## config.mk

```make
export PLATFORM = sky130hd
export DESIGN_NAME = ppu_vram_scheduler_flat
export DESIGN_NICKNAME = d
export VERILOG_FILES = /design/src/rtl/nes_ppu_pkg.sv /design/src/rtl/ppu_vram_scheduler_if.sv /design/src/rtl/ppu_fetch_addr_gen.sv /design/src/rtl/ppu_vram_scheduler.sv /design/src/flat_wrapper.sv
export SDC_FILE = /design/constraint.sdc
export NUM_CORES = 1
export LEC_CHECK = 0
export CAP_MARGIN = 0
export CORE_MARGIN = 5
export CORE_UTILIZATION = 52
export DETAILED_ROUTE_END_ITERATION = 7
export PLACE_DENSITY = 0.86
export SLEW_MARGIN = 15
export SYNTH_ARGS = -nofsm -noshare
export SYNTH_HDL_FRONTEND = slang
export SYNTH_SLANG_ARGS = --single-unit
```

## constraint.sdc

```tcl
create_clock -name masterClk -period 4.18 [get_ports masterClk]
set_input_delay 0.836 -clock masterClk [delete_from_list [all_inputs] [get_ports masterClk]]
set_output_delay 0.836 -clock masterClk [all_outputs]
set_load 0.03 [all_outputs]
```

## src/rtl/nes_ppu_pkg.sv

```systemverilog
// Shared types and constants for the PPU VRAM bus scheduler.
// Contents:
//   sched_state_e  - bus scheduler FSM states
//   fetch_kind_e   - background fetch index within a tile group (NT, AT, PTL, PTH)
//   NT_BASE, AT_BASE, PT_HI_OFS - render address constants
package nes_ppu_pkg;

   typedef enum logic [2:0] {
      StIdle,
      StRAddr,
      StRData,
      StCAddr,
      StCData
   } sched_state_e;

   typedef enum logic [1:0] {
      FkNt  = 2'd0,
      FkAt  = 2'd1,
      FkPtl = 2'd2,
      FkPth = 2'd3
   } fetch_kind_e;

   localparam logic [13:0] NT_BASE   = 14'h2000;
   localparam logic [13:0] AT_BASE   = 14'h23C0;
   localparam logic [13:0] PT_HI_OFS = 14'd8;

endpackage

```

## src/rtl/ppu_vram_scheduler_if.sv

```systemverilog
// CPU data-port handshake plus the multiplexed VRAM bus pins.
// Modports:
//   master - the scheduler: drives ack/rdata and all bus pins, samples request and ad_in
//   slave  - the CPU port / memory side: drives request fields and ad_in
interface ppu_vram_scheduler_if #(
   parameter int unsigned ADDR_W = 14
);
   // CPU data port
   logic              cpu_req;
   logic              cpu_we;
   logic [ADDR_W-1:0] cpu_addr;
   logic [7:0]        cpu_wdata;
   logic              cpu_ack;
   logic [7:0]        cpu_rdata;
   // VRAM bus
   logic [ADDR_W-1:0] ppu_addr;
   logic              ale;
   logic              rd_n;
   logic              wr_n;
   logic [7:0]        ad_out;
   logic              ad_oe;
   logic [7:0]        ad_in;

   modport master (
      input  cpu_req, cpu_we, cpu_addr, cpu_wdata, ad_in,
      output cpu_ack, cpu_rdata, ppu_addr, ale, rd_n, wr_n, ad_out, ad_oe
   );

   modport slave (
      output cpu_req, cpu_we, cpu_addr, cpu_wdata, ad_in,
      input  cpu_ack, cpu_rdata, ppu_addr, ale, rd_n, wr_n, ad_out, ad_oe
   );

endinterface

```

## src/rtl/ppu_fetch_addr_gen.sv

```systemverilog
// Combinational background fetch address generator.
// Ports:
//   fk       - fetch kind (NT, AT, PTL, PTH)
//   vaddr    - loopy v: [14:12] fine Y, [11:0] nametable/coarse index
//   bg_table - background pattern table select
//   nt_byte  - nametable byte fetched earlier in this group
//   addr     - resulting VRAM address
module ppu_fetch_addr_gen
   import nes_ppu_pkg::*;
#(
   parameter int unsigned ADDR_W = 14
) (
   input  fetch_kind_e       fk,
   input  logic [14:0]       vaddr,
   input  logic              bg_table,
   input  logic [7:0]        nt_byte,
   output logic [ADDR_W-1:0] addr
);

   logic [13:0] nt_addr;
   logic [13:0] at_addr;
   logic [13:0] ptl_addr;
   logic [13:0] sel_addr;

   assign nt_addr  = NT_BASE | {2'b00, vaddr[11:0]};
   assign at_addr  = AT_BASE | {2'b00, vaddr[11:10], 10'b0} | {8'b0, vaddr[9:7], 3'b0}
                             | {11'b0, vaddr[4:2]};
   // Bit 3 selects the plane, so it stays clear for the low plane.
   assign ptl_addr = {1'b0, bg_table, nt_byte, 1'b0, vaddr[14:12]};

   always_comb begin
      sel_addr = nt_addr;
      unique case (fk)
         FkNt:    sel_addr = nt_addr;
         FkAt:    sel_addr = at_addr;
         FkPtl:   sel_addr = ptl_addr;
         FkPth:   sel_addr = ptl_addr + PT_HI_OFS;
         default: sel_addr = nt_addr;
      endcase
   end

   assign addr = ADDR_W'(sel_addr);

endmodule

```

## src/rtl/ppu_vram_scheduler.sv

```systemverilog
// Sole owner of the PPU VRAM bus. Runs the 8-dot background fetch group
// (NT, AT, PTL, PTH) while rendering is enabled, and otherwise serialises CPU
// data-port accesses. Each access is a two-dot ADDR (ALE) + DATA (strobe) pair.
// Ports:
//   masterClk, rst      - dot clock, synchronous active-high reset
//   render_en           - background rendering enabled (has priority over CPU)
//   vaddr, bg_table     - loopy v and pattern table select, sampled in each ADDR phase
//   bus                 - CPU handshake + AD/ALE/RD/WR pins (master modport)
//   nt_byte .. pt_hi    - last completed tile group
//   tile_valid          - one-dot pulse when the four tile bytes update
//   busy                - FSM not idle
// All outputs are registered: each output register is loaded with the value
// decoded from the state being entered.
module ppu_vram_scheduler
   import nes_ppu_pkg::*;
#(
   parameter int unsigned ADDR_W = 14
) (
   input  logic                        masterClk,
   input  logic                        rst,
   input  logic                        render_en,
   input  logic [14:0]                 vaddr,
   input  logic                        bg_table,
   ppu_vram_scheduler_if.master        bus,
   output logic [7:0]                  nt_byte,
   output logic [7:0]                  at_byte,
   output logic [7:0]                  pt_lo,
   output logic [7:0]                  pt_hi,
   output logic                        tile_valid,
   output logic                        busy
);

   sched_state_e state_q, state_d;
   fetch_kind_e  fk_q, fk_d;

   logic              cmd_we_q;
   logic [7:0]        cmd_wdata_q;
   logic [7:0]        sh_nt_q, sh_at_q, sh_ptl_q;

   logic [ADDR_W-1:0] addr_q, addr_d;
   logic              ale_q, ale_d;
   logic              rd_n_q, rd_n_d;
   logic              wr_n_q, wr_n_d;
   logic [7:0]        ad_out_q, ad_out_d;
   logic              ad_oe_q, ad_oe_d;
   logic              ack_q;
   logic [7:0]        rdata_q;
   logic [7:0]        nt_q, at_q, ptl_q, pth_q;
   logic              tile_valid_q;
   logic              busy_q;

   logic [ADDR_W-1:0] fetch_addr;

   // Address for the render fetch being entered; PTL/PTH use the NT byte of this group.
   ppu_fetch_addr_gen #(
      .ADDR_W (ADDR_W)
   ) u_addr_gen (
      .fk       (fk_d),
      .vaddr    (vaddr),
      .bg_table (bg_table),
      .nt_byte  (sh_nt_q),
      .addr     (fetch_addr)
   );

   // Next state and fetch index.
   always_comb begin
      state_d = state_q;
      fk_d    = fk_q;
      unique case (state_q)
         StIdle: begin
            if (render_en) begin
               state_d = StRAddr;
               fk_d    = FkNt;
            end else if (bus.cpu_req && !ack_q) begin
               // The ack dot is ignored so a held request cannot double-fire.
               state_d = StCAddr;
            end
         end
         StRAddr: state_d = StRData;
         StRData: begin
            if (render_en) begin
               state_d = StRAddr;
               fk_d    = fetch_kind_e'(fk_q + 2'd1);
            end else begin
               state_d = StIdle;
               fk_d    = FkNt;
            end
         end
         StCAddr: state_d = StCData;
         StCData: state_d = StIdle;
         default: begin
            state_d = StIdle;
            fk_d    = FkNt;
         end
      endcase
   end

   // Bus pin values for the state being entered.
   always_comb begin
      addr_d   = addr_q;
      ad_out_d = ad_out_q;
      ale_d    = 1'b0;
      rd_n_d   = 1'b1;
      wr_n_d   = 1'b1;
      ad_oe_d  = 1'b0;
      unique case (state_d)
         StRAddr: begin
            ale_d    = 1'b1;
            addr_d   = fetch_addr;
            ad_out_d = fetch_addr[7:0];
            ad_oe_d  = 1'b1;
         end
         StCAddr: begin
            ale_d    = 1'b1;
            addr_d   = bus.cpu_addr;
            ad_out_d = bus.cpu_addr[7:0];
            ad_oe_d  = 1'b1;
         end
         StRData: rd_n_d = 1'b0;
         StCData: begin
            if (cmd_we_q) begin
               wr_n_d   = 1'b0;
               ad_oe_d  = 1'b1;
               ad_out_d = cmd_wdata_q;
            end else begin
               rd_n_d = 1'b0;
            end
         end
         default: ;
      endcase
   end

   always_ff @(posedge masterClk) begin
      if (rst) begin
         state_q      <= StIdle;
         fk_q         <= FkNt;
         cmd_we_q     <= 1'b0;
         cmd_wdata_q  <= 8'h00;
         sh_nt_q      <= 8'h00;
         sh_at_q      <= 8'h00;
         sh_ptl_q     <= 8'h00;
         addr_q       <= '0;
         ale_q        <= 1'b0;
         rd_n_q       <= 1'b1;
         wr_n_q       <= 1'b1;
         ad_out_q     <= 8'h00;
         ad_oe_q      <= 1'b0;
         ack_q        <= 1'b0;
         rdata_q      <= 8'h00;
         nt_q         <= 8'h00;
         at_q         <= 8'h00;
         ptl_q        <= 8'h00;
         pth_q        <= 8'h00;
         tile_valid_q <= 1'b0;
         busy_q       <= 1'b0;
      end else begin
         state_q      <= state_d;
         fk_q         <= fk_d;
         addr_q       <= addr_d;
         ale_q        <= ale_d;
         rd_n_q       <= rd_n_d;
         wr_n_q       <= wr_n_d;
         ad_out_q     <= ad_out_d;
         ad_oe_q      <= ad_oe_d;
         busy_q       <= (state_d != StIdle);
         ack_q        <= 1'b0;
         tile_valid_q <= 1'b0;

         if (state_q == StIdle && state_d == StCAddr) begin
            cmd_we_q    <= bus.cpu_we;
            cmd_wdata_q <= bus.cpu_wdata;
         end

         if (state_q == StRData) begin
            unique case (fk_q)
               FkNt:  sh_nt_q  <= bus.ad_in;
               FkAt:  sh_at_q  <= bus.ad_in;
               FkPtl: sh_ptl_q <= bus.ad_in;
               FkPth: begin
                  // Only a completed group is published.
                  nt_q         <= sh_nt_q;
                  at_q         <= sh_at_q;
                  ptl_q        <= sh_ptl_q;
                  pth_q        <= bus.ad_in;
                  tile_valid_q <= 1'b1;
               end
               default: ;
            endcase
         end

         if (state_q == StCData) begin
            ack_q <= 1'b1;
            if (!cmd_we_q) begin
               rdata_q <= bus.ad_in;
            end
         end
      end
   end

   assign bus.ppu_addr  = addr_q;
   assign bus.ale       = ale_q;
   assign bus.rd_n      = rd_n_q;
   assign bus.wr_n      = wr_n_q;
   assign bus.ad_out    = ad_out_q;
   assign bus.ad_oe     = ad_oe_q;
   assign bus.cpu_ack   = ack_q;
   assign bus.cpu_rdata = rdata_q;
   assign nt_byte       = nt_q;
   assign at_byte       = at_q;
   assign pt_lo         = ptl_q;
   assign pt_hi         = pth_q;
   assign tile_valid    = tile_valid_q;
   assign busy          = busy_q;

endmodule
```

## src/flat_wrapper.sv

```systemverilog
// flat-port wrapper written by rule: the top's interface ports become plain ports
module ppu_vram_scheduler_flat import nes_ppu_pkg::*;
#(
   parameter int unsigned ADDR_W = 14
)
  (masterClk, rst, render_en, vaddr, bg_table, nt_byte, at_byte, pt_lo, pt_hi, tile_valid, busy, bus_cpu_req, bus_cpu_we, bus_cpu_addr, bus_cpu_wdata, bus_ad_in, bus_cpu_ack, bus_cpu_rdata, bus_ppu_addr, bus_ale, bus_rd_n, bus_wr_n, bus_ad_out, bus_ad_oe);
  ppu_vram_scheduler_if #(.ADDR_W(ADDR_W)) bus_i ();
  input  logic masterClk;
  input  logic rst;
  input  logic render_en;
  input  logic [14:0] vaddr;
  input  logic bg_table;
  output logic [7:0] nt_byte;
  output logic [7:0] at_byte;
  output logic [7:0] pt_lo;
  output logic [7:0] pt_hi;
  output logic tile_valid;
  output logic busy;
  input wire logic [$bits(bus_i.cpu_req)-1:0] bus_cpu_req;
  input wire logic [$bits(bus_i.cpu_we)-1:0] bus_cpu_we;
  input wire logic [$bits(bus_i.cpu_addr)-1:0] bus_cpu_addr;
  input wire logic [$bits(bus_i.cpu_wdata)-1:0] bus_cpu_wdata;
  input wire logic [$bits(bus_i.ad_in)-1:0] bus_ad_in;
  output wire logic [$bits(bus_i.cpu_ack)-1:0] bus_cpu_ack;
  output wire logic [$bits(bus_i.cpu_rdata)-1:0] bus_cpu_rdata;
  output wire logic [$bits(bus_i.ppu_addr)-1:0] bus_ppu_addr;
  output wire logic [$bits(bus_i.ale)-1:0] bus_ale;
  output wire logic [$bits(bus_i.rd_n)-1:0] bus_rd_n;
  output wire logic [$bits(bus_i.wr_n)-1:0] bus_wr_n;
  output wire logic [$bits(bus_i.ad_out)-1:0] bus_ad_out;
  output wire logic [$bits(bus_i.ad_oe)-1:0] bus_ad_oe;
  assign bus_i.cpu_req = bus_cpu_req;
  assign bus_i.cpu_we = bus_cpu_we;
  assign bus_i.cpu_addr = bus_cpu_addr;
  assign bus_i.cpu_wdata = bus_cpu_wdata;
  assign bus_i.ad_in = bus_ad_in;
  assign bus_cpu_ack = bus_i.cpu_ack;
  assign bus_cpu_rdata = bus_i.cpu_rdata;
  assign bus_ppu_addr = bus_i.ppu_addr;
  assign bus_ale = bus_i.ale;
  assign bus_rd_n = bus_i.rd_n;
  assign bus_wr_n = bus_i.wr_n;
  assign bus_ad_out = bus_i.ad_out;
  assign bus_ad_oe = bus_i.ad_oe;
  ppu_vram_scheduler #(.ADDR_W(ADDR_W)) u_core (.masterClk(masterClk), .rst(rst), .render_en(render_en), .vaddr(vaddr), .bg_table(bg_table), .bus(bus_i), .nt_byte(nt_byte), .at_byte(at_byte), .pt_lo(pt_lo), .pt_hi(pt_hi), .tile_valid(tile_valid), .busy(busy));
endmodule
```

After elaboration in Yosys (flattened, before gate mapping)

Cells that the tools add are included.

Flip-flop bits (word level): 107
Word-level logic and storage cells: 80

$add $sub $neg: 2
Equality and inequality tests: 15
Mux-type cells: 18
Bitwise logic cells: 5
Reduce and logical (&&, ||, !) cells: 19

Operator list:

| kind                    | number |
|---|---|
| $pmux W14 S4            | 1 |
| $pmux W14 S2            | 1 |
| $pmux W8 S3             | 1 |
| $add A13 B4 Y14 const B | 1 |
| $or A14 B3 Y14          | 1 |
| $or A14 B6 Y14          | 1 |
| $eq A3 B2 Y1 const B    | 4 |
| $pmux W3 S4             | 1 |
| $reduce_and A2 Y1       | 6 |
| $eq A2 B2 Y1 const B    | 4 |
| $mux W8                 | 1 |
| $eq A3 B1 Y1 const B    | 2 |
| $eq A3 B3 Y1 const B    | 2 |
| $mux W1                 | 6 |
| $mux W3                 | 2 |
| $pmux W2 S3             | 1 |
| $reduce_bool A3 Y1      | 2 |
| $reduce_or A2 Y1        | 3 |
| $eq A2 B1 Y1 const B    | 2 |
| $logic_not A2 Y1        | 2 |
| $mux W2                 | 2 |
| $pmux W1 S2             | 2 |
| $logic_not A3 Y1        | 1 |
| $not A1 Y1              | 3 |
| other kinds (6)         | 7 |

Longest topological paths before layout

Gate-level depths: netlist of the first run.

Depth after elaboration: 8
Gate-level depth with buffers: 9

Hierarchy

From an unflattened synthesis of the first run, not the netlist that was laid out.

Cells, all modules: 547
Area, all modules: 4305.4 µm²

Modules (own cells, without submodules):

| module             | instances | cells each | area each (µm²) |
|---|---|---|---|
| ppu_vram_scheduler | 1         | 510        | 4086.4 |
| ppu_fetch_addr_gen | 1         | 37         | 219.0 |

Least setup slack after synthesis of the first run

OpenSTA, ideal clock, no wires.

Path type: input to register
Start: in render_en
End: reg u_core.addr_q[11], in the netlist u_core.bus.ppu_addr[11]
Arrival: 2170 ps
Data required time: 4079 ps
Slack: 1909 ps
Stages on the path: 5
Path buffers: 1
Cell sequence: or3b_2 > nor3_4 > buf_2 > nor3_1 > o41ai_1

Word-level cells in the longest chain between the ends: 5
Elaborated cells on any way between the ends: 15
Classes of those cells: 5 x eq/ne; 8 x mux; 2 x reduce/logical

RTL lines:

| element                              | line                                               | source |
|---|---|---|
| start, declared                      | flat_wrapper.sv:10                                 | `input logic render_en;` |
| $mux W2, on equally long branches    | ppu_vram_scheduler.sv:81, ppu_vram_scheduler.sv:71 |  |
| $pmux W2 S3                          | ppu_vram_scheduler.sv:69                           | `unique case (state_q)` |
| $eq A2 B2 Y1 (tied with other cells) | ppu_fetch_addr_gen.sv:33                           | `unique case (fk)` |
| $pmux W14 S4                         | ppu_fetch_addr_gen.sv:33                           |  |
| $pmux W14 S2                         | ppu_vram_scheduler.sv:106                          | `unique case (state_d)` |
| end signal, assigned                 | ppu_vram_scheduler.sv:159                          | `addr_q <= addr_d;` |
| end, declared                        | ppu_vram_scheduler.sv:40                           | `logic [ADDR_W-1:0] addr_q, addr_d;` |

Parallel ways exist; a longest one is shown, timed or not.
A chain may end at the register's enable or synchronous reset.

Final worst setup path of the first run

Start: in render_en
End: reg u_core.ad_out_q[7], in the netlist u_core.bus.ad_out[7]

Word-level cells in the longest chain between the ends: 5
Elaborated cells on any way between the ends: 18
Classes of those cells: 7 x eq/ne; 8 x mux; 3 x reduce/logical

RTL lines:

| element                                                 | line                      | source |
|---|---|---|
| $mux W2 (tied with other cells)                         | ppu_vram_scheduler.sv:81  | `if (render_en) begin` |
| $pmux W2 S3 / $pmux W3 S4 (equally long branches)       | ppu_vram_scheduler.sv:69  |  |
| $eq A2 B2 Y1 (tied with other cells)                    | ppu_fetch_addr_gen.sv:33  |  |
| $pmux W14 S4 (tied with other cells)                    | ppu_fetch_addr_gen.sv:33  |  |
| $pmux W8 S3 / $reduce_and A2 Y1 (equally long branches) | n/a                       |  |
| end signal, assigned                                    | ppu_vram_scheduler.sv:163 | `ad_out_q <= ad_out_d;` |
| end, declared                                           | ppu_vram_scheduler.sv:44  | `logic [7:0] ad_out_q, ad_out_d;` |

Parallel ways exist; a longest one is shown, timed or not.

==> metrics, run 1 <==
IO buf count=roughly 120; FMAX=around 330 MHz; die width=around 100 um; Hold Path Class=reg2reg; First DRT Iteration DRCs=between 300 and 400; clock share of power=0.313; final worst path period share=0.716; Final Skew=just under 0.008 ns; H-tree Lvls=3; synth-to-layout area growth=32.0%; Num CTS Buffers=9; kind of critical path=in2reg; RSZ-0062 raised after global routing=no; Critical Path RT=between 4 and 5 ns; via count=4372; clock insertion delay at the later pin of the skew report=about 0.38 ns; Yosys warnings=0; Pint=about 1.5 mW; endpoints failing hold=0; crit path max-delay cell type=clkdlybuf4s50_1; drt total wl=about 13000 um; # setup viols final=0; share of layout cells above drive strength 1=0.0516; Hold Path End=u_core.nt_byte[7]$_SDFFE_PP0P_; first-pass GRT wire length=about 20000 um; Pre-antenna DRT Iters=5; switching pwr=about 620 uW; CTS resizes=0; sw frac=0.292; Max-Cap Viols=0; Die Area=between 10000 and 15000 um^2; setup tns final=0 ns; crit-path cells=clkdlybuf4s50_1, nor2_1, o211a_1, nor2_1, buf_4, o221ai_1, a211oi_1; CP max FO=13; Final Non-Filler Cells=744; Slew @ Worst Pin=~0.85 ns; Tmin final=approximately 3.0 ns; I/O Pins=between 100 and 150; R2R Setup Slk=1.55 ns; power consumption=around 2.1 mW; Slew HR=0.433; Die Height=~100 um; wire per inst=roughly 17 um; Flop pwr share=0.516; Detail Placement HPWL=just under 9000 um; CP max stage delay=about 0.6 ns; WP data arrival=3.28 ns; Hold Startpoint=u_core.nt_byte[7]$_SDFFE_PP0P_; total grt overflow=0; Detail Route Antenna Nets=0; RePlAce Congestion=0.908; CP dominant cell by count=nor2_1; PwrDens=between 300 and 400 nW/um^2; CTS max path bufs=2; post-synth design cell area=about 4300 um^2; Register-to-Register Path Depth=6; Syn Area/Cell=approximately 8.1 um^2; hold depth=2; fin. max-slew vios=0; leakage power=between 1.5 and 2 nW; n_diodes=0; CTS tree=built; Starting Density=0.531; setup bufs post-CTS=0; pin count of the biggest net entering global routing=65; # clock sinks=107; Root Driver=clkbuf_8; placed cells=about 730; nets=689; Fillers=662; vias in the first global route=4129; Worst setup EP type=flip-flop; synthesized flop and latch total=107; DR vias/cell=~5.9; Post-synth EDFFs=0; startpoint types=input port; top_reg_cell synth=dfxtp_1; DRC=0; GRT Resource Usage Total=0.247; VDD IR max=0.252 mV; syn nets=between 500 and 600; antenna violations before repair=0; Yosys cell types=45; combinational power share=0.171; Post-synth ARST share=0; post-route cell area=approximately 5700 um^2; most common cell after layout, fill and taps aside=nand2_1; Area after DPL=approximately 5500 um^2; most frequent cells in the layout=nand2_1, clkdlybuf4s50_1, dfxtp_1; CORE AREA=8180 um^2; clk slew on worst S/H paths=~0.1 ns; reg2reg start=u_core.state_q[1]$_SDFF_PP0_; Mapped Cells=539; CTS Hold Bufs=0; Std-Cell Rows=33; sequential area share after synthesis=0.493; status=finished, final reports clean; FF-to-FF End=u_core.bus.ad_out[7]$_SDFFE_PP0P_
## layout make-up
type                            instances  area [um^2]  share of cell area
Clock inverter                          7         80.1              0.0140
Sequential cell                       107         2140               0.374
Clock buffer                            9          124              0.0216
Tap cell                              105          131              0.0229
Timing Repair Buffer                  125         1230               0.215
Inverter                                3         11.3             0.00196
Multi-Input combinational cell        388         2010               0.351
## critical path, delay by kind of cell
family | cells | cell delay, ns
AOI/OAI and AO/OA | 3 | 0.78
buffers and inverters | 2 | 0.93
and+or+nand+nor | 2 | 0.72
## cells in the mapped netlist (2+ instances only)
master	number	area (um^2)
or2_2	2	12.5
nand2_1	155	582
buf_2	4	20.0
inv_1	3	11.3
a22oi_1	3	22.5
nor4b_1	2	17.5
ha_1	4	50.1
o211a_1	2	20.0
dfxtp_1	107	2140
a21oi_1	76	380
nor4_1	2	12.5
mux2i_1	6	60.1
buf_6	3	33.8
nor3_1	5	25.0
or3b_2	3	26.3
o221ai_1	4	35.0
a221oi_1	8	70.1
o211ai_1	5	37.5
clkbuf_1	33	124
nand2b_1	2	12.5
o22ai_1	10	62.6
o21ai_1	2	10.0
nor2_1	32	120
and2_1	4	25.0
o2111ai_1	5	43.8
nand3_1	15	75.1
nor3b_1	2	15.0
o21ai_0	9	45.0
or3_1	2	12.5
a311oi_1	5	43.8
a211oi_1	10	75.1
## through the flow
| step | hold WS (ns) | setup slack, ns | util |
|---|---|---|---|
| detailed placement | 0.446 | 0.932 | 0.676 |
| global route | 0.476 | 1.06 | 0.701 |
| CTS | 0.460 | 1.25 | 0.701 |
| finish | 0.462 | 1.19 | 0.701 |
| floorplan | 0.406 | 1.91 | - |
| global placement | 0.438 | 1.05 | 0.676 |
## power groups by stage
stage / sequential [mW] / combinational, mW / clock [mW]
after floorplan: 1.16 / 0.148 / 0
after global placement: 1.11 / 0.347 / 0
after detailed placement: 1.11 / 0.355 / 0
after CTS: 1.09 / 0.359 / 0.670
after global routing: 1.10 / 0.384 / 0.712
final: 1.09 / 0.362 / 0.662
## flip-flops by register name (all words and copies together), names as in the netlist, 2 cells and up
name                  flops
u_core.bus.cpu_rdata      8
u_core.pt_hi              8
u_core.bus.ppu_addr      14
u_core.nt_byte            8
u_core.sh_at_q            8
u_core.bus.ad_out         8
u_core.at_byte            8
u_core.sh_ptl_q           8
u_core.state_q            3
u_core.fk_q               2
u_core.sh_nt_q            8
u_core.cmd_wdata_q        8
u_core.pt_lo              8
## cells by family (layout without fill, tap and decap cells)
| kind of cell | count (synthesis) | after routing | share of synthesized area |
|---|---|---|---|
| muxes | 6 | 6 | 0.0138 |
| and+or+nand+nor | 232 | 232 | 0.229 |
| AOI/OAI and AO/OA | 146 | 146 | 0.208 |
| DFF | 107 | 107 | 0.493 |
| buffers and inverters | 44 | 144 | 0.0444 |
| adders and majority gates | 4 | 4 | 0.0115 |
## worst max-delay path by stage
stage               from                              endpoint  depth (start not counted)
6_report       render_en     u_core.bus.ad_out[7]$_SDFFE_PP0P_                          7
5_1_grt        render_en     u_core.bus.ad_out[7]$_SDFFE_PP0P_                          7
4_1_cts        render_en     u_core.bus.ad_out[7]$_SDFFE_PP0P_                          7
3_5_place_dp   render_en  u_core.bus.ppu_addr[11]$_SDFFE_PP0P_                          7
3_3_place_gp   render_en  u_core.bus.ppu_addr[11]$_SDFFE_PP0P_                          7
2_1_floorplan  render_en  u_core.bus.ppu_addr[11]$_SDFFE_PP0P_                          5
## layer usage
layer	GRT usage	vias to the layer above	routed length [um]
met3	0.0551	38	1110
met2	0.424	240	6440
met4	0.0961	0	318
li1	-	2064	-
met1	0.301	2030	5070
met5	0	-	0
Power figures use the tool's default switching activity.
==> run 2, diff against run 1 <==
- CORE_UTILIZATION: 52 -> 43
- PLACE_DENSITY: 0.86 -> 0.76
- clock period: 4.18 -> 2.75 ns (I/O delays scaled with it)
==> metrics, run 2 (synthesis gave the netlist of run 1 again) <==
status=finished, final reports clean; power consumption=3.16 mW (+49%); DR vias/cell=5.41 (-7.9%); Slew @ Worst Pin=0.809 ns (-0.0377 ns); FMAX=427 MHz; Hold Path Class=reg2reg; crit-path cells=or2_1, nor3_4, nor2_1, o221ai_1, a211oi_1; WP data arrival=2.62 ns (-0.66 ns); Fillers=928 (+40%); Root Driver=clkbuf_8; GRT Resource Usage Total=0.211 (-0.0358); M1 GR Usage=0.273 (-0.0284); Final Non-Filler Cells=783 (+5.2%); CORE AREA=9820 um^2 (+20%); CTS tree=built; Detail Route Antenna Nets=0 (unchanged); Slew HR=0.459 (+0.0252); antenna violations before repair=0 (unchanged); RePlAce Congestion=0.885 (-2.6%); vias in the first global route=4128 (-0.024%); leakage power=2.03 nW (+2.1%); fin. max-slew vios=0 (unchanged); die width=110 um (+9.0%); share of layout cells above drive strength 1=0.0646 (+0.0130); Place WS=0.156 ns (-0.775 ns); Final Skew=0.0139 ns (+0.00616 ns); n_diodes=0 (unchanged); IO buf count=119 (unchanged); via count=4236 (-3.1%); kind of critical path=reg2reg; CTS resizes=0 (unchanged); number of flip-flops in the largest register=14 (unchanged); startpoint types=flip-flop; Die Area=12200 um^2 (+19%); first-pass GRT wire length=21300 um (+6.2%); DRC=0 (unchanged); register area=2140 um^2 (unchanged); First DRT Iteration DRCs=348 (-9.1%); Final Util=0.596 (-0.105); final worst path period share=0.851; CP max stage delay=0.65 ns (+0.05 ns); I/O Pins=120 (unchanged); CP max FO=13 (unchanged); GR Layer Usage met2=0.353 (-0.0708); Critical Path RT=3.03 ns (-1.43 ns); synth-to-layout area growth=34.8%; clk slew on worst S/H paths=0.11 ns (about the same); most common cell after layout, fill and taps aside=nand2_1; Max-Cap Viols=0 (unchanged); # clock sinks=107 (unchanged); drt total wl=13200 um (+1.7%); H-tree Lvls=3 (unchanged); total grt overflow=0 (unchanged); PwrDens=540 nW/um^2 (+46%); Detail Placement HPWL=9680 um (+8.1%); Die Height=110 um (+9.0%); Worst setup EP type=flip-flop; setup bufs post-CTS=0 (unchanged); VDD IR max=0.292 mV (+16%); Pre-antenna DRT Iters=5 (unchanged); Num CTS Buffers=9 (unchanged); most used routing layer=met2; nets=700 (+1.6%); Tmin final=about 2.3 ns; Multi-input gate area=2010 um^2 (-0.19%); clock insertion delay at the later pin of the skew report=0.37 ns (about the same); CP top delay family=simple AND/OR/NAND/NOR gates; endpoints failing hold=0 (unchanged); RSZ-0062 raised after global routing=no; setup tns final=0 ns (unchanged); CTS Hold Bufs=0 (unchanged); CP bufs+invs=0 (-2); crit path max-delay cell type=nor2_1; Std-Cell Rows=36 (+9.1%); # setup viols final=0 (unchanged); Starting Density=0.442 (-0.0889); placed cells=767 (+5.4%); CTS max path bufs=2 (unchanged); most frequent cells in the layout=nand2_1, clkdlybuf4s50_1, dfxtp_1; final worst slack=0.410 ns (-0.775 ns); pin count of the biggest net entering global routing=65 (unchanged); wire per inst=16.8 um (-3.3%); met3 GRT Util=0.0492 (-0.00586)
-- run 2: area by class of cell --
class / count / share of cell area
clock buffers: 11 / 0.0259
clock inverters: 5 / 0.00749
inverters: 3 / 0.00192
multi-input cells: 388 / 0.343
flip-flops and latches: 107 / 0.366
well taps: 133 / 0.0284
repair buffers: 136 / 0.227
-- run 2: metrics by stage --
step                hold WS (ns)  cell area (um^2)
detailed placement         0.442              5660
finish                     0.458              5850
floorplan                  0.406              4340
global placement           0.439              5660
global route               0.478              5850
CTS                        0.461              5850
-- run 2: worst paths after layout --
kind                                   from                                end  slack [ns]  cells after the start
max            u_core.state_q[0]$_SDFF_PP0_  u_core.bus.ad_out[7]$_SDFFE_PP0P_        0.41                      5
min          u_core.sh_at_q[2]$_SDFFE_PP0P_     u_core.at_byte[2]$_SDFFE_PP0P_        0.46                      2
max reg2reg    u_core.state_q[0]$_SDFF_PP0_  u_core.bus.ad_out[7]$_SDFFE_PP0P_        0.41                      5
min reg2reg  u_core.sh_at_q[2]$_SDFFE_PP0P_     u_core.at_byte[2]$_SDFFE_PP0P_        0.46                      2
-- run 2: per-layer routing --
metal,vias to the layer above,share of wire
li1,2082,-
met3,15,0.068
met2,156,0.49
met1,1983,0.42
met4,0,0.015
met5,-,0
-- run 2: worst reg2reg max path: cells and delay by family (launching register included) --
kind	cells	cell delay [ns]
compound gates	2	0.55
simple gates	3	1.18
flops	1	0.53
-- run 2: power by group --
| part | total (mW) | internal (mW) | switching, mW |
|---|---|---|---|
| Combinational | 0.556 | 0.239 | 0.317 |
| Sequential | 1.66 | 1.61 | 0.0490 |
| Clock | 0.945 | 0.392 | 0.553 |
==> run 3, diff against run 2 <==
- MAX_ROUTING_LAYER: default -> met4
==> metrics, run 3 (synthesis gave the netlist of run 1 again) <==
Std-Cell Rows=36 (unchanged); Tmin final=2.40 ns (+0.0625 ns); via count=4242 (+0.14%); synth-to-layout area growth=35.5%; leakage power=2.05 nW (+1.1%); # clock sinks=107 (unchanged); DRC=0 (unchanged); Die Area=12200 um^2 (unchanged); post-route cell area=5880 um^2 (+0.53%); First DRT Iteration DRCs=371 (+6.6%); Final Util=0.599 (+0.00318); Final Skew=0.0116 ns (-0.00230 ns); GRT Resource Usage Total=0.215 (+0.00407); WP data arrival=2.69 ns (+0.07 ns); nets=701 (+0.14%); Area after DPL=5660 um^2 (+0.13%); CP max FO=13 (unchanged); first-pass GRT wire length=21100 um (-1.0%); die width=110 um (unchanged); share of layout cells above drive strength 1=0.0661 (+0.00144); Fillers=926 (-0.22%); total grt overflow=0 (unchanged); Worst setup EP type=flip-flop; Num CTS Buffers=9 (unchanged); antenna violations before repair=0 (unchanged); # setup viols final=0 (unchanged); vias in the first global route=4021 (-2.6%); Slew HR=0.417 (-0.0416); I/O Pins=120 (unchanged); Critical Path RT=3.03 ns (about the same); CTS max path bufs=2 (unchanged); H-tree Lvls=3 (unchanged); drt total wl=13300 um (+1.0%); status=finished, final reports clean; fin. max-slew vios=0 (unchanged); VDD IR max=0.331 mV (+13%); clk slew on worst S/H paths=0.10 ns (about the same); DR vias/cell=5.41 (about the same); RePlAce Congestion=0.863 (-2.5%); endpoints failing hold=0 (unchanged); Die Height=110 um (unchanged); R2R Setup Slk=0.35 ns (-0.06 ns); n_diodes=0 (unchanged); RSZ-0062 raised after global routing=no; Hold Path Class=reg2reg; pin count of the biggest net entering global routing=49 (-25%); most frequent cells in the layout=nand2_1, clkdlybuf4s50_1, dfxtp_1; startpoint types=flip-flop; CTS tree=built; PwrDens=555 nW/um^2 (+2.8%); Root Driver=clkbuf_8; kind of critical path=reg2reg; FMAX=416 MHz (-2.6%); Starting Density=0.442 (unchanged); CTS resizes=0 (unchanged); IO buf count=119 (unchanged); number of flip-flops in the largest register=14 (unchanged); wire per inst=17.0 um (+0.89%); setup bufs post-CTS=0 (unchanged); Detail Route Antenna Nets=0 (unchanged); setup tns final=0 ns (unchanged); most common cell after layout, fill and taps aside=nand2_1; final worst path period share=0.874 (+0.0227); Pre-antenna DRT Iters=5 (unchanged); clock insertion delay at the later pin of the skew report=0.37 ns (about the same); Max-Cap Viols=0 (unchanged); CTS Hold Bufs=0 (unchanged); Detail Placement HPWL=9740 um (+0.65%); CORE AREA=9820 um^2 (unchanged); Slew @ Worst Pin=0.871 ns (+0.0621 ns)
run 3: through the flow:
stage / total power [mW] / hold slack [ns] / std cells / worst slack [ns]
after floorplan: 1.99 / 0.406 / 539 / 0.745
after global placement: 2.24 / 0.440 / 768 / 0.209
after detailed placement: 2.25 / 0.445 / 768 / 0.140
after CTS: 3.27 / 0.459 / 784 / 0.401
after global routing: 3.40 / 0.483 / 784 / 0.165
final: 3.27 / 0.459 / 784 / 0.348
run 3: critical path: stages, from the launching register on:
cell and delay (ns):
dfxtp_1 0.51, or2_1 0.44, nor3_4 0.09, nor2_1 0.69, o221ai_1 0.29, a211oi_1 0.30
run 3: final cells by class:
class | instances | area (um^2) | area share
repair buffers | 137 | 1340 | 0.227
inverters | 3 | 11.3 | 0.00191
well taps | 133 | 166 | 0.0283
clock buffers | 11 | 151 | 0.0257
multi-input cells | 388 | 2010 | 0.341
clock inverters | 5 | 67.6 | 0.0115
flip-flops and latches | 107 | 2140 | 0.364
run 3: routing by layer:
| layer | GRT usage | routed length (um) | vias up |
|---|---|---|---|
| met1 | 0.277 | 5810 | 1977 |
| li1 | - | - | 2082 |
| met3 | 0.0367 | 762 | 16 |
| met2 | 0.350 | 6510 | 167 |
| met4 | 0.0591 | 201 | 0 |
| met5 | - | 0 | - |
run 3: final timing paths:
| path | start | to | cells after the start |
|---|---|---|---|
| worst max-delay path | u_core.state_q[0]$_SDFF_PP0_ | u_core.bus.ad_out[7]$_SDFFE_PP0P_ | 5 |
| worst min-delay path | u_core.nt_byte[3]$_SDFFE_PP0P_ | u_core.nt_byte[3]$_SDFFE_PP0P_ | 2 |
| worst max register to register | u_core.state_q[0]$_SDFF_PP0_ | u_core.bus.ad_out[7]$_SDFFE_PP0P_ | 5 |
| worst min register to register | u_core.nt_byte[3]$_SDFFE_PP0P_ | u_core.nt_byte[3]$_SDFFE_PP0P_ | 2 |
run 3: where the power goes:
group          leakage [nW]  switching [mW]  internal, mW
clock network         0.112           0.562         0.485
registers             0.870          0.0478          1.61
logic                  1.07           0.321         0.241
total                  2.05           0.931          2.34
==> RTL change 1: new RTL, settings of run 3 <==
`ADDR_W` is set to 14 in 4 places; all go to 15.
--- a/src/rtl/ppu_vram_scheduler_if.sv
+++ b/src/rtl/ppu_vram_scheduler_if.sv
@@ -3,7 +3,7 @@
 //   master - the scheduler: drives ack/rdata and all bus pins, samples request and ad_in
 //   slave  - the CPU port / memory side: drives request fields and ad_in
 interface ppu_vram_scheduler_if #(
-   parameter int unsigned ADDR_W = 14
+   parameter int unsigned ADDR_W = 15
 );
    // CPU data port
    logic              cpu_req;
--- a/src/rtl/ppu_fetch_addr_gen.sv
+++ b/src/rtl/ppu_fetch_addr_gen.sv
@@ -8,7 +8,7 @@
 module ppu_fetch_addr_gen
    import nes_ppu_pkg::*;
 #(
-   parameter int unsigned ADDR_W = 14
+   parameter int unsigned ADDR_W = 15
 ) (
    input  fetch_kind_e       fk,
    input  logic [14:0]       vaddr,
--- a/src/rtl/ppu_vram_scheduler.sv
+++ b/src/rtl/ppu_vram_scheduler.sv
@@ -14,7 +14,7 @@
 module ppu_vram_scheduler
    import nes_ppu_pkg::*;
 #(
-   parameter int unsigned ADDR_W = 14
+   parameter int unsigned ADDR_W = 15
 ) (
    input  logic                        masterClk,
    input  logic                        rst,
--- a/src/flat_wrapper.sv
+++ b/src/flat_wrapper.sv
@@ -1,7 +1,7 @@
 // flat-port wrapper written by rule: the top's interface ports become plain ports
 module ppu_vram_scheduler_flat import nes_ppu_pkg::*;
 #(
-   parameter int unsigned ADDR_W = 14
+   parameter int unsigned ADDR_W = 15
 )
   (masterClk, rst, render_en, vaddr, bg_table, nt_byte, at_byte, pt_lo, pt_hi, tile_valid, busy, bus_cpu_req, bus_cpu_we, bus_cpu_addr, bus_cpu_wdata, bus_ad_in, bus_cpu_ack, bus_cpu_rdata, bus_ppu_addr, bus_ale, bus_rd_n, bus_wr_n, bus_ad_out, bus_ad_oe);
   ppu_vram_scheduler_if #(.ADDR_W(ADDR_W)) bus_i ();
Ports: changed (resized bus_cpu_addr and bus_ppu_addr); port bits go from 120 to 122. No check against the original RTL was run, so the function may have changed too.
==> RTL change 1 against run 3 <==
Design area is essentially flat. Count of clock-buffer cells in the layout shrank 1. Utilization shrank 0.24 points. Non-clock buffer count grew 1. Sequential cell count grew 1. Setup slack gained 180 ps. Wire length shrank 3.5%. Total power shrank 4.5%. First-iteration DRC count shrank 28%. Clock power shrank 15%. Synthesized cell count is the same. Area after synthesis grew 0.69%. Largest power group unchanged.
==> RTL change 1: results (changes against run 3) <==
met1 wire length: 5780 microns (was 5814 microns)
met1 demand-to-capacity share in global routing: 27.80% (was 27.74%)
internal cell power: 2211 uW (was 2336 uW)
worst flop-to-flop path endpoint: u_core.bus.ppu_addr[7] (was u_core.bus.ad_out[7])
CLK BUF: 10 (was 11)
detailed-placement wirelength estimate: 9362 microns (was 9743 microns)
clock transition at the registers of the reported paths: 100 ps (about the same)
top cell types by occurrence after synthesis: nand2_1, dfxtp_1, a21oi_1 (unchanged)
final wirelength: 12830 microns (was 13290 microns)
Placed Area: 5708 sq um (was 5663 sq um)
sequential cell area share: 36.73% (was 36.42%)
share of layout cells above drive strength 1: 5.675% (was 6.605%)
adder and majority cell fraction of the synthesized area: 1.145% (was 1.153%)
setup slack at placement: 170.4 ps (was 140.4 ps)
growth of design area from synthesis to finish: 34.63% (was 35.48%)
flip-flop count of the largest register after layout: 15 (was 14)
routed via count: 4205 (was 4242)
cells taking the most area after synthesis: dfxtp_1, nand2_1, a21oi_1 (unchanged)
worst clock skew on the final layout: 9.970 ps (was 11.59 ps)
cts bufs inserted: 9 (unchanged)
multi-input gates: 387 (was 388)
number of nets in the layout: 703 (was 701)
Hold Startpoint: u_core.sh_ptl_q[5] (was u_core.nt_byte[3])
outcome: complete, no violations (unchanged)
Reg-to-Reg Start: u_core.state_q[1] (was u_core.state_q[0])
placer congestion estimate: 0.8994 (was 0.8628)
reported clock group power: 890 uW (was 1050 uW)
fraction of the yosys area taken by sequential cells: 49.46% (was 49.34%)
Worst-Margin Slew: 732.2 ps (was 871.2 ps)
buffer count excluding the clock tree in the final layout: 138 (was 137)
worst hold path endpoint: u_core.pt_lo[5] (was u_core.nt_byte[3])
wire length of the first global-routing pass: 21300 microns (was 21120 microns)
IO Port Bufs: 121 (was 119)
Num Clock Sinks: 108 (was 107)
area fraction in compound gates after synthesis: 20.55% (was 20.81%)
Slowest Stage Delay on Critical Path: 600 ps (was 690 ps)
slack of the worst reg-to-reg path: 540 ps (was 350 ps)
leakage power figure: 0.002053 uW (about the same)
Synth Net Count: 595 (was 594)
met3 wire length: 997 microns (was 762 microns)
DP Cell Count: 769 (was 768)
GR met2 Demand/Resource: 33.70% (was 34.99%)
all-layer global routing usage: 21.48% (was 21.52%)
mux cell area share after synthesis: 1.603% (was 1.383%)
detailed router's first-iteration violation count: 268 (was 371)
maximum number of pins on one net before global-route repair: 41 (was 49)
number of standard cells in the final layout excluding fillers: 785 (was 784)
Critical Path Slowest Stage Cell: clkdlybuf4s50_1 (was nor2_1)
DR WL met2: 5956 microns (was 6514 microns)
number of antenna violations at the first check in global routing: 0 (unchanged)
Non-clock buffering overhead: 23.13% (was 22.72%)
fill cell instance count of the final layout: 866 (was 926)
net switching share of the total power: 29.13% (was 28.49%)
IR drop worst, VDD: 0.2388 mV (was 0.3306 mV)
global-route track usage on met3: 5.950% (was 3.665%)
relative area of clock buffers and inverters in the final design: 3.019% (was 3.723%)
minimum hold slack: 457.3 ps (was 459.1 ps)
RTL change 1: worst max path at each step:
stage | from | to | slack [ps] | cells after the start
after floorplan | u_core.state_q[0] | u_core.bus.ad_out[6] | 740 | 8
after global placement | render_en | u_core.bus.ad_out[6] | 230 | 6
after detailed placement | render_en | u_core.bus.ad_out[7] | 170 | 6
after CTS | u_core.state_q[1] | u_core.bus.ppu_addr[7] | 550 | 5
after global routing | render_en | u_core.bus.ad_out[7] | 280 | 6
final | render_en | u_core.bus.ad_out[7] | 530 | 6
RTL change 1: cells by family after synthesis:
| kind of cell | Yosys count |
|---|---|
| multiplexers | 7 |
| adder cells (fa/ha/maj) | 4 |
| AO/OA/AOI/OAI | 145 |
| buffers and inverters | 44 |
| flip-flops | 108 |
| AND/OR/NAND/NOR | 231 |
RTL change 1: worst max-delay path, delay by kind of cell:
| family | cells | cell delay (ps) |
|---|---|---|
| compound gates | 2 | 510 |
| buf+inv | 1 | 600 |
| simple gates | 3 | 840 |
==> RTL change 2: new RTL, settings of run 3 <==
Without the edit above. Re-encode `sched_state_e` (5 states) as one-hot, 5 bits wide.
--- a/src/rtl/nes_ppu_pkg.sv
+++ b/src/rtl/nes_ppu_pkg.sv
@@ -5,12 +5,12 @@
 //   NT_BASE, AT_BASE, PT_HI_OFS - render address constants
 package nes_ppu_pkg;
 
-   typedef enum logic [2:0] {
-      StIdle,
-      StRAddr,
-      StRData,
-      StCAddr,
-      StCData
+   typedef enum logic [4:0] {
+      StIdle  = 5'b00001,
+      StRAddr = 5'b00010,
+      StRData = 5'b00100,
+      StCAddr = 5'b01000,
+      StCData = 5'b10000
    } sched_state_e;
 
    typedef enum logic [1:0] {
Check against the original RTL: no difference found for any inputs over 10 cycles, from zero or initial values and one cycle with rst high; not proved beyond that.
==> RTL change 2 against run 3 <==
Clock power is essentially flat. Die area is 6.7% higher. Design area grew 6.7%. Largest cell class is now multi-input combinational cells. Highest routed layer unchanged. Area after synthesis rose by 7.4%. Setup slack worse by 140 ps. Count of clock-buffer cells in the layout is 1 lower. First-iteration DRC count grew 51%. Total power up 11%. Critical path type unchanged. Wire length rose by 13%. Sequential cell count increased by 2.
==> RTL change 2: results (changes against run 3) <==
final core utilization: 58.42% (was 59.90%)
number of vias per cell after detailed routing: 5.743 (was 5.411)
worst clock skew on the final layout: 20.11 ps (was 11.59 ps)
placer congestion estimate: 0.9734 (was 0.8628)
top cell types by occurrence after synthesis: nand2_1, dfxtp_1, a21oi_1 (unchanged)
footprint of the multi-input gates: 2287 sq um (was 2007 sq um)
Placed Area: 6058 sq um (was 5663 sq um)
routed via count: 4830 (was 4242)
source-to-sink clock delay at the later pin of the worst-skew pair: 390 ps (was 370 ps)
outcome: complete, no violations (unchanged)
internal cell power: 2466 uW (was 2336 uW)
post-synthesis register bit count: 109 (was 107)
relative area of clock buffers and inverters in the final design: 3.468% (was 3.723%)
buffer count excluding the clock tree in the final layout: 147 (was 137)
arrival time at the worst endpoint: 2850 ps (was 2690 ps)
fraction of the yosys area taken by sequential cells: 46.81% (was 49.34%)
portion of total power attributed to sequential cells: 47.7% (was 50.8%)
synthesized netlist cell count: 583 (was 539)
detailed router's first-iteration violation count: 560 (was 371)
CLK BUF: 10 (was 11)
detailed-placement wirelength estimate: 10890 microns (was 9743 microns)
via count of the first global-routing pass: 4450 (was 4021)
CP Launch Point: u_core.state_q[4] (was u_core.state_q[0])
iteration count of the initial detailed-routing pass: 6 (was 5)
Synth Net Count: 638 (was 594)
-- RTL change 2: cell count changes after synthesis, sizes merged, moves of 5 or more --
| cell | before | now |
|---|---|---|
| o21a | 1 | 12 |
| o2111ai | 5 | 0 |
| a311oi | 5 | 0 |
| clkbuf | 33 | 39 |
| nand3 | 15 | 38 |
| nor3 | 6 | 21 |
| nor2 | 32 | 37 |
| nand2 | 155 | 121 |
| o21ai | 11 | 18 |
| a211oi | 10 | 15 |
| a221oi | 8 | 14 |
| and3 | 0 | 8 |
-- RTL change 2: routing by layer --
layer	share of wire (%)	GRT usage, %	up-vias
met2	45	34.15	248
met1	44	31.96	2276
met5	0	-	-
met4	3.0	8.947	0
li1	-	-	2274
met3	8.1	5.550	32
-- RTL change 2: per-stage QoR --
step	TNS (ps)	worst slack (ps)	power, uW
6_report	0	202.9	3616
5_1_grt	0	15.03	3769
4_1_cts	0	270.2	3621
3_5_place_dp	-41.97	-41.97	2585
3_3_place_gp	0	66.11	2569
2_1_floorplan	0	538.7	2190
-- RTL change 2: path summary, 6_finish.rpt --
kind	end	slack [ps]
setup / recovery	u_core.bus.ad_out[2]	200
hold / removal	u_core.at_byte[0]	460
setup reg to reg	u_core.bus.ad_out[2]	200
hold reg to reg	u_core.at_byte[0]	460
-- RTL change 2: cell families (layout without fill, tap and decap cells) --
family | Yosys count | after routing | share of synthesized area, %
AO/OA/AOI/OAI | 159 | 159 | 21.18
XOR/XNOR | 3 | 3 | 0.5637
adder cells (fa/ha/maj) | 4 | 4 | 1.074
buffers and inverters | 49 | 167 | 4.133
flip-flops | 109 | 109 | 46.81
multiplexers | 10 | 10 | 2.147
AND/OR/NAND/NOR | 249 | 249 | 24.10
